## src/rtl/wb_slave_router.sv

```systemverilog
// wb_slave_router: Wishbone address-space router and sequencer for the user
// project area. Decodes each management-port cycle to one of NSLV slave
// windows, runs it downstream under a timeout watchdog, and returns the slave
// ack/data. Unmapped or stuck accesses get an error ack and set a sticky
// error flag (err_irq_o).
// Optional feature: define WB_DEBUG_REGS_EN to serve SCRATCH/STATUS debug
// registers from the top 8 bytes of the decoded space.
module wb_slave_router #(
    parameter int          NSLV     = 4,
    parameter int          SLV_AW   = 16,
    parameter logic [31:0] BASE     = 32'h3000_0000,
    parameter int          TIMEOUT  = 255,
    parameter logic [31:0] ERR_DATA = 32'hDEAD_BEEF
) (
    input  logic               wb_clk_i,
    input  logic               wb_rst_i,
    input  logic               wbs_cyc_i,
    input  logic               wbs_stb_i,
    input  logic               wbs_we_i,
    input  logic [3:0]         wbs_sel_i,
    input  logic [31:0]        wbs_adr_i,
    input  logic [31:0]        wbs_dat_i,
    output logic               wbs_ack_o,
    output logic [31:0]        wbs_dat_o,
    output logic [NSLV-1:0]    s_cyc_o,
    output logic               s_stb_o,
    output logic               s_we_o,
    output logic [3:0]         s_sel_o,
    output logic [31:0]        s_adr_o,
    output logic [31:0]        s_dat_o,
    input  logic [NSLV-1:0]    s_ack_i,
    input  logic [NSLV*32-1:0] s_dat_i,
    output logic               err_irq_o
);
    localparam int IW = $clog2(NSLV);
    localparam int TW = SLV_AW + IW;   // first address bit above the slave index

    typedef enum logic [2:0] {S_IDLE, S_REQ, S_WAIT, S_ACK, S_ABORT} state_e;

    state_e          state_q, state_d;
    logic [IW-1:0]   idx_q, idx_d;
    logic [NSLV-1:0] cyc_q, cyc_d;
    logic            stb_q, stb_d;
    logic            we_q, we_d;
    logic [3:0]      sel_q, sel_d;
    logic [31:0]     adr_q, adr_d;
    logic [31:0]     wdat_q, wdat_d;
    logic            ack_q, ack_d;
    logic [31:0]     rdat_q, rdat_d;
    logic [15:0]     cnt_q, cnt_d;
    logic            err_q, err_d;

    logic [IW-1:0]   adr_idx;
    logic            adr_mapped;

    assign adr_idx    = wbs_adr_i[TW-1:SLV_AW];
    assign adr_mapped = (wbs_adr_i[31:TW] == BASE[31:TW]);

`ifdef WB_DEBUG_REGS_EN
    logic [31:0] scratch_q, scratch_d;
    logic [15:0] tcnt_q, tcnt_d;
    logic [3:0]  lerr_q, lerr_d;
    logic        dbg_hit;
    logic [31:0] status_w;

    // Top 8 bytes of the last slave window are the debug registers.
    assign dbg_hit  = adr_mapped && (adr_idx == IW'(NSLV - 1)) && (&wbs_adr_i[SLV_AW-1:3]);
    assign status_w = {tcnt_q, 8'h00, lerr_q, 3'b000, err_q};
`endif

    // Next-state and datapath decisions for the transfer sequencer.
    always_comb begin
        // NOTE: every _d starts from its held value so no branch can leave it unassigned (no latches).
        state_d = state_q;
        idx_d   = idx_q;
        cyc_d   = cyc_q;
        stb_d   = stb_q;
        we_d    = we_q;
        sel_d   = sel_q;
        adr_d   = adr_q;
        wdat_d  = wdat_q;
        ack_d   = 1'b0;
        rdat_d  = rdat_q;
        cnt_d   = cnt_q;
        err_d   = err_q;
`ifdef WB_DEBUG_REGS_EN
        scratch_d = scratch_q;
        tcnt_d    = tcnt_q;
        lerr_d    = lerr_q;
`endif
        case (state_q)
            S_IDLE: begin
                if (wbs_cyc_i && wbs_stb_i) begin
                    if (!adr_mapped) begin
                        // Unmapped: error ack straight away, no slave is touched.
                        state_d = S_ACK;
                        ack_d   = 1'b1;
                        rdat_d  = ERR_DATA;
                        err_d   = 1'b1;
                    end
`ifdef WB_DEBUG_REGS_EN
                    else if (dbg_hit) begin
                        state_d = S_ACK;
                        ack_d   = 1'b1;
                        if (wbs_we_i) begin
                            rdat_d = '0;
                            if (wbs_adr_i[2]) begin
                                if (wbs_dat_i[0]) begin
                                    err_d  = 1'b0;
                                    tcnt_d = '0;
                                end
                            end else begin
                                for (int b = 0; b < 4; b++) begin
                                    if (wbs_sel_i[b]) scratch_d[8*b +: 8] = wbs_dat_i[8*b +: 8];
                                end
                            end
                        end else begin
                            rdat_d = wbs_adr_i[2] ? status_w : scratch_q;
                        end
                    end
`endif
                    else begin
                        state_d        = S_REQ;
                        idx_d          = adr_idx;
                        cyc_d          = '0;
                        cyc_d[adr_idx] = 1'b1;
                        stb_d          = 1'b1;
                        we_d           = wbs_we_i;
                        sel_d          = wbs_sel_i;
                        adr_d          = wbs_adr_i;
                        wdat_d         = wbs_dat_i;
                        cnt_d          = '0;
                    end
                end
            end
            S_REQ: begin
                cnt_d = '0;
                if (!wbs_cyc_i) begin
                    state_d = S_ABORT;
                    cyc_d   = '0;
                    stb_d   = 1'b0;
                end else begin
                    state_d = S_WAIT;
                end
            end
            S_WAIT: begin
                // Master abort outranks everything; a slave ack outranks the watchdog.
                if (!wbs_cyc_i) begin
                    state_d = S_ABORT;
                    cyc_d   = '0;
                    stb_d   = 1'b0;
                end else if (s_ack_i[idx_q]) begin
                    state_d = S_ACK;
                    ack_d   = 1'b1;
                    rdat_d  = we_q ? 32'h0 : s_dat_i[32*idx_q +: 32];
                    cyc_d   = '0;
                    stb_d   = 1'b0;
                end else if (cnt_q == 16'(TIMEOUT)) begin
                    state_d = S_ACK;
                    ack_d   = 1'b1;
                    rdat_d  = ERR_DATA;
                    err_d   = 1'b1;
                    cyc_d   = '0;
                    stb_d   = 1'b0;
`ifdef WB_DEBUG_REGS_EN
                    if (tcnt_q != 16'hFFFF) tcnt_d = tcnt_q + 16'd1;
                    lerr_d = 4'(idx_q);
`endif
                end else begin
                    cnt_d = cnt_q + 16'd1;
                end
            end
            S_ACK:   state_d = S_IDLE;
            S_ABORT: state_d = S_IDLE;
            default: state_d = S_IDLE;
        endcase
    end

    // State and output registers with synchronous reset.
    always_ff @(posedge wb_clk_i) begin
        // NOTE: sequential state uses non-blocking assignment so all registers update together.
        if (wb_rst_i) begin
            state_q <= S_IDLE;
            idx_q   <= '0;
            cyc_q   <= '0;
            stb_q   <= 1'b0;
            we_q    <= 1'b0;
            sel_q   <= '0;
            adr_q   <= '0;
            wdat_q  <= '0;
            ack_q   <= 1'b0;
            rdat_q  <= '0;
            cnt_q   <= '0;
            err_q   <= 1'b0;
`ifdef WB_DEBUG_REGS_EN
            scratch_q <= '0;
            tcnt_q    <= '0;
            lerr_q    <= '0;
`endif
        end else begin
            state_q <= state_d;
            idx_q   <= idx_d;
            cyc_q   <= cyc_d;
            stb_q   <= stb_d;
            we_q    <= we_d;
            sel_q   <= sel_d;
            adr_q   <= adr_d;
            wdat_q  <= wdat_d;
            ack_q   <= ack_d;
            rdat_q  <= rdat_d;
            cnt_q   <= cnt_d;
            err_q   <= err_d;
`ifdef WB_DEBUG_REGS_EN
            scratch_q <= scratch_d;
            tcnt_q    <= tcnt_d;
            lerr_q    <= lerr_d;
`endif
        end
    end

    assign wbs_ack_o = ack_q;
    assign wbs_dat_o = rdat_q;
    assign s_cyc_o   = cyc_q;
    assign s_stb_o   = stb_q;
    assign s_we_o    = we_q;
    assign s_sel_o   = sel_q;
    assign s_adr_o   = adr_q;
    assign s_dat_o   = wdat_q;
    assign err_irq_o = err_q;

endmodule

```

## config.mk

```make
export PLATFORM = sky130hd
export DESIGN_NAME = wb_slave_router
export DESIGN_NICKNAME = d
export VERILOG_FILES = /design/src/rtl/wb_slave_router.sv
export SDC_FILE = /design/constraint.sdc
export NUM_CORES = 1
export LEC_CHECK = 0
export BUFFER_PORTS_ARGS = -buffer_cell sky130_fd_sc_hd__buf_2
export CAP_MARGIN = 5
export CORE_MARGIN = 3
export CORE_UTILIZATION = 43
export DETAILED_ROUTE_END_ITERATION = 12
export PLACE_DENSITY_LB_ADDON = 0.08
export SYNTH_ARGS = -nofsm -noshare
export SYNTH_HDL_FRONTEND = slang
export SYNTH_SLANG_ARGS = --single-unit
```

## constraint.sdc

```tcl
create_clock -name wb_clk_i -period 3.4 [get_ports wb_clk_i]
set_input_delay 0.68 -clock wb_clk_i [delete_from_list [all_inputs] [get_ports wb_clk_i]]
set_output_delay 0.68 -clock wb_clk_i [all_outputs]
set_load 0.005 [all_outputs]
```

==> impl_metrics.csv <==
group,metric,value,unit
place,gp_congestion,0.830,
global_route,grt.overflow.total,0,
job,cap_violations,0,
die,io_pins,313,
setup_path,cpPeakStageDelay,0.70,ns
synth,synth_top_flop_cell,"dfxtp_1",
cts,cts.sink_count,127,
die,die_y,122,µm
global_route,grt_max_degree,68,
setup_path,crit_slowest_cell,"o22ai_4",
timing,setup_viol,0,
cts,cts_buffer_depth,2,
setup_path,crit_cells,6,
synth,syn_avg_cell_area,9.04,µm²
finish,drive_above_1_share,42.2,%
cts,path_clk_slew,0.06,ns
setup_path,cp_top_family,"compound AO/OA/AOI/OAI gates",
place,preCtsSetupSlack,0.547,ns
finish,area_growth,39.4,%
routing,viasPerCell,5.35,
timing,fmax,0.386,GHz
synth,synth-edff-count,0,
die,floorplan.initialDensity,44.7,%
synth,synthCells,637,
global_route,antenna_found_initial,7,
die,num_rows,41,
routing,wl_per_cell,17.3,µm
routing,wl,19100,µm
cts,cts_resized,0,
routing,drt-pass1-iter-count,5,
die,core_area,0.0129,mm²
timing,hold_viol_final,0,
synth,ys_ff_latch,127,
global_route,grt_pass1_wl,29300,µm
timing,worstMarginPinSlew,1.21,ns
timing,fin_crit_sh,76.2,%
setup_path,worstReg2RegEnd,"wbs_dat_o[27]$_SDFFE_PP0P_",
routing,num_vias,5927,
setup_path,worstSetupStartpoint,"cnt_q[12]$_SDFFE_PP0P_",
synth,async_flop_share,0,%
power_and_ir_drop,power_density,467,mW/mm²
routing,ant_nets,0,
global_route,grt_usage,25.7,%
place,io_buffer_count,312,
finish,fin_nets,1127,
die,dieArea,0.0148,mm²
synth,ys_seq_area_share,44.1,%
synth,yosys_warnings,0,
setup_path,end_kind,"flip-flop",
place,dp_cells,1074,
timing,rsz0062_at_grt,"false",
cts,clock_latency,0.42,ns
synth,synth_nets,843,
setup_path,r2r_cells,6,
synth,synthDistinctLibCells,50,
routing,drtIter0Drc,384,
timing,fin_crit,2.59,ns
setup_path,endpoint,"wbs_dat_o[27]$_SDFFE_PP0P_",
timing,skew,0.00587,ns
timing,worst_slack,0.811,ns
global_route,grt_pass1_vias,5676,
setup_path,crit_chain,"nor4_1 > a41oi_4 > o22ai_4 > buf_4 > nor2_1 > a211oi_1",
setup_path,path_class,"flip-flop to flip-flop",
finish,fin_area,0.00803,mm²
setup_path,worstPathMaxFanout,30,
timing,maxSlewHeadroom,19.3,%
min_path,hold_class,"flip-flop to flip-flop",
power_and_ir_drop,ir_worst_vdd,0.000313,V
timing,maxSlewViolCount,0,
routing,drc,0,
cts,cts-root-buf,"clkbuf_16",
place,dpl.hpwl,14600,µm
power_and_ir_drop,power,3750,µW
cts,cts_tree,"yes",
outcome,outcome,"complete, no violations",
die,die_x,122,µm
power_and_ir_drop,leakage,0.00359,µW
cts,ctsHoldBuffers,0,
setup_path,cp.required,3.73,ns
setup_path,worstPathArrival,2.92,ns
cts,cts_buffers,17,
place,placed_area,0.00741,mm²
setup_path,cp_num_buf_inv,1,
finish,instances_no_fill,1108,
synth,syn_area,0.00576,mm²
cts,htree_levels,4,
setup_path,rrSetupSlack,0.81,ns
timing,fin_setup_tns,0,ns
setup_path,cp-start-kind,"flip-flop",
cts,cts_setup_buffers,0,
setup_path,regToRegStartpoint,"cnt_q[12]$_SDFFE_PP0P_",
-- cells in the final DEF (no fill, tap or decap), types with 3 or more instances in the layout --
| master | count |
|---|---|
| and4_1 | 5 |
| clkinvlp_4 | 3 |
| nand4_1 | 4 |
| o2111ai_1 | 3 |
| a21oi_1 | 67 |
| o31ai_1 | 6 |
| clkbuf_16 | 17 |
| nand2_1 | 130 |
| dfxtp_1 | 125 |
| or3_1 | 4 |
| nor4_1 | 8 |
| nor2_1 | 36 |
| bufinv_16 | 3 |
| mux2i_1 | 3 |
| and2_1 | 4 |
| a211oi_1 | 25 |
| mux4_2 | 33 |
| nand2b_1 | 25 |
| or4_1 | 7 |
| o21ai_0 | 13 |
| nand3_1 | 16 |
| buf_2 | 311 |
| inv_1 | 3 |
| a21o_1 | 7 |
| buf_4 | 10 |
| and3_1 | 20 |
-- routing by layer --
layer  vias to the layer above  wire [µm]  track usage [%]
met2                       242       9680             44.4
li1                       2863          -                -
met5                         -         59                0
met1                      2757       7380             29.8
met4                        12        578             10.0
met3                        53       1430             7.75
-- cell families after synthesis --
kind of cell / Yosys count / share of synthesized area (%)
AOI/OAI and AO/OA: 141 / 15.5
adders and majority gates: 1 / 0.217
DFF: 127 / 44.1
and+or+nand+nor: 271 / 22.4
muxes: 37 / 13.6
xor gates and xnor gates: 1 / 0.152
buffers and inverters: 59 / 4.00
-- how the worst min path moves through the flow --
| stage | from | to | slack (ns) | cells after the start |
|---|---|---|---|---|
| after floorplan | cnt_q[7]$_SDFFE_PP0P_ | cnt_q[7]$_SDFFE_PP0P_ | 0.44 | 1 |
| after global placement | s_sel_o[1]$_SDFFE_PP0P_ | s_sel_o[1]$_SDFFE_PP0P_ | 0.44 | 2 |
| after detailed placement | s_dat_o[29]$_SDFFE_PP0P_ | s_dat_o[29]$_SDFFE_PP0P_ | 0.44 | 2 |
| after CTS | s_dat_o[29]$_SDFFE_PP0P_ | s_dat_o[29]$_SDFFE_PP0P_ | 0.45 | 2 |
| after global routing | s_adr_o[5]$_SDFFE_PP0P_ | s_adr_o[5]$_SDFFE_PP0P_ | 0.47 | 2 |
| final | s_adr_o[11]$_SDFFE_PP0P_ | s_adr_o[11]$_SDFFE_PP0P_ | 0.45 | 2 |
-- area by class of cell --
type | count | area (µm²)
fillers | 1163 | 4840
multi-input cells | 451 | 3010
flip-flops and latches | 127 | 2540
repair buffers | 321 | 1630
clock buffers | 20 | 457
well taps | 172 | 215
clock inverters | 12 | 158
inverters | 3 | 11.3
diodes | 2 | 5.00
-- tightest hold or removal path: cells and delay by family (launching register included) --
kind	cells	cell delay, ns
AO/OA/AOI/OAI	1	0.05
flip-flops	1	0.30
AND/OR/NAND/NOR	1	0.05
-- per-stage QoR --
stage / util, % / hold slack (ns)
CTS: 62.3 / 0.452
finish: 62.4 / 0.449
global placement: 57.6 / 0.438
detailed placement: 57.6 / 0.444
global route: 62.4 / 0.472
floorplan: - / 0.442
-- synth_stat cells (3+ instances only) --
library cell,n,area (µm²)
a211oi_1,25,188
a21o_1,7,52.6
a21oi_1,67,335
and2_1,4,25.0
and3_1,20,125
and4_1,5,43.8
buf_1,6,22.5
clkbuf_1,48,180
dfxtp_1,127,2540
inv_1,3,11.3
mux2i_1,3,30.0
mux4_2,33,743
nand2_1,130,488
nand2b_1,25,156
nand3_1,16,80.1
nand4_1,4,25.0
nor2_1,37,139
nor4_1,8,50.1
o2111ai_1,3,26.3
o21ai_0,13,65.1
o22ai_1,3,18.8
o31ai_1,6,45.0
or3_1,4,25.0
or4_1,7,52.6
-- sequential cells by signal, indices dropped and copies added (netlist names) --
register / flops
s_we_o: 1
err_irq_o: 1
wbs_ack_o: 1
s_cyc_o: 4
s_adr_o: 31
s_sel_o: 4
cnt_q: 16
idx_q: 1
wbs_dat_o: 32
s_stb_o: 1
s_dat_o: 32
state_q: 3
-- power breakdown --
part / switching, µW / internal, µW / total (µW)
combinational: 162 / 177 / 339
sequential: 21.4 / 1520 / 1540
clock: 676 / 1190 / 1870
total: 859 / 2890 / 3750
Power figures use the tool's default switching activity.
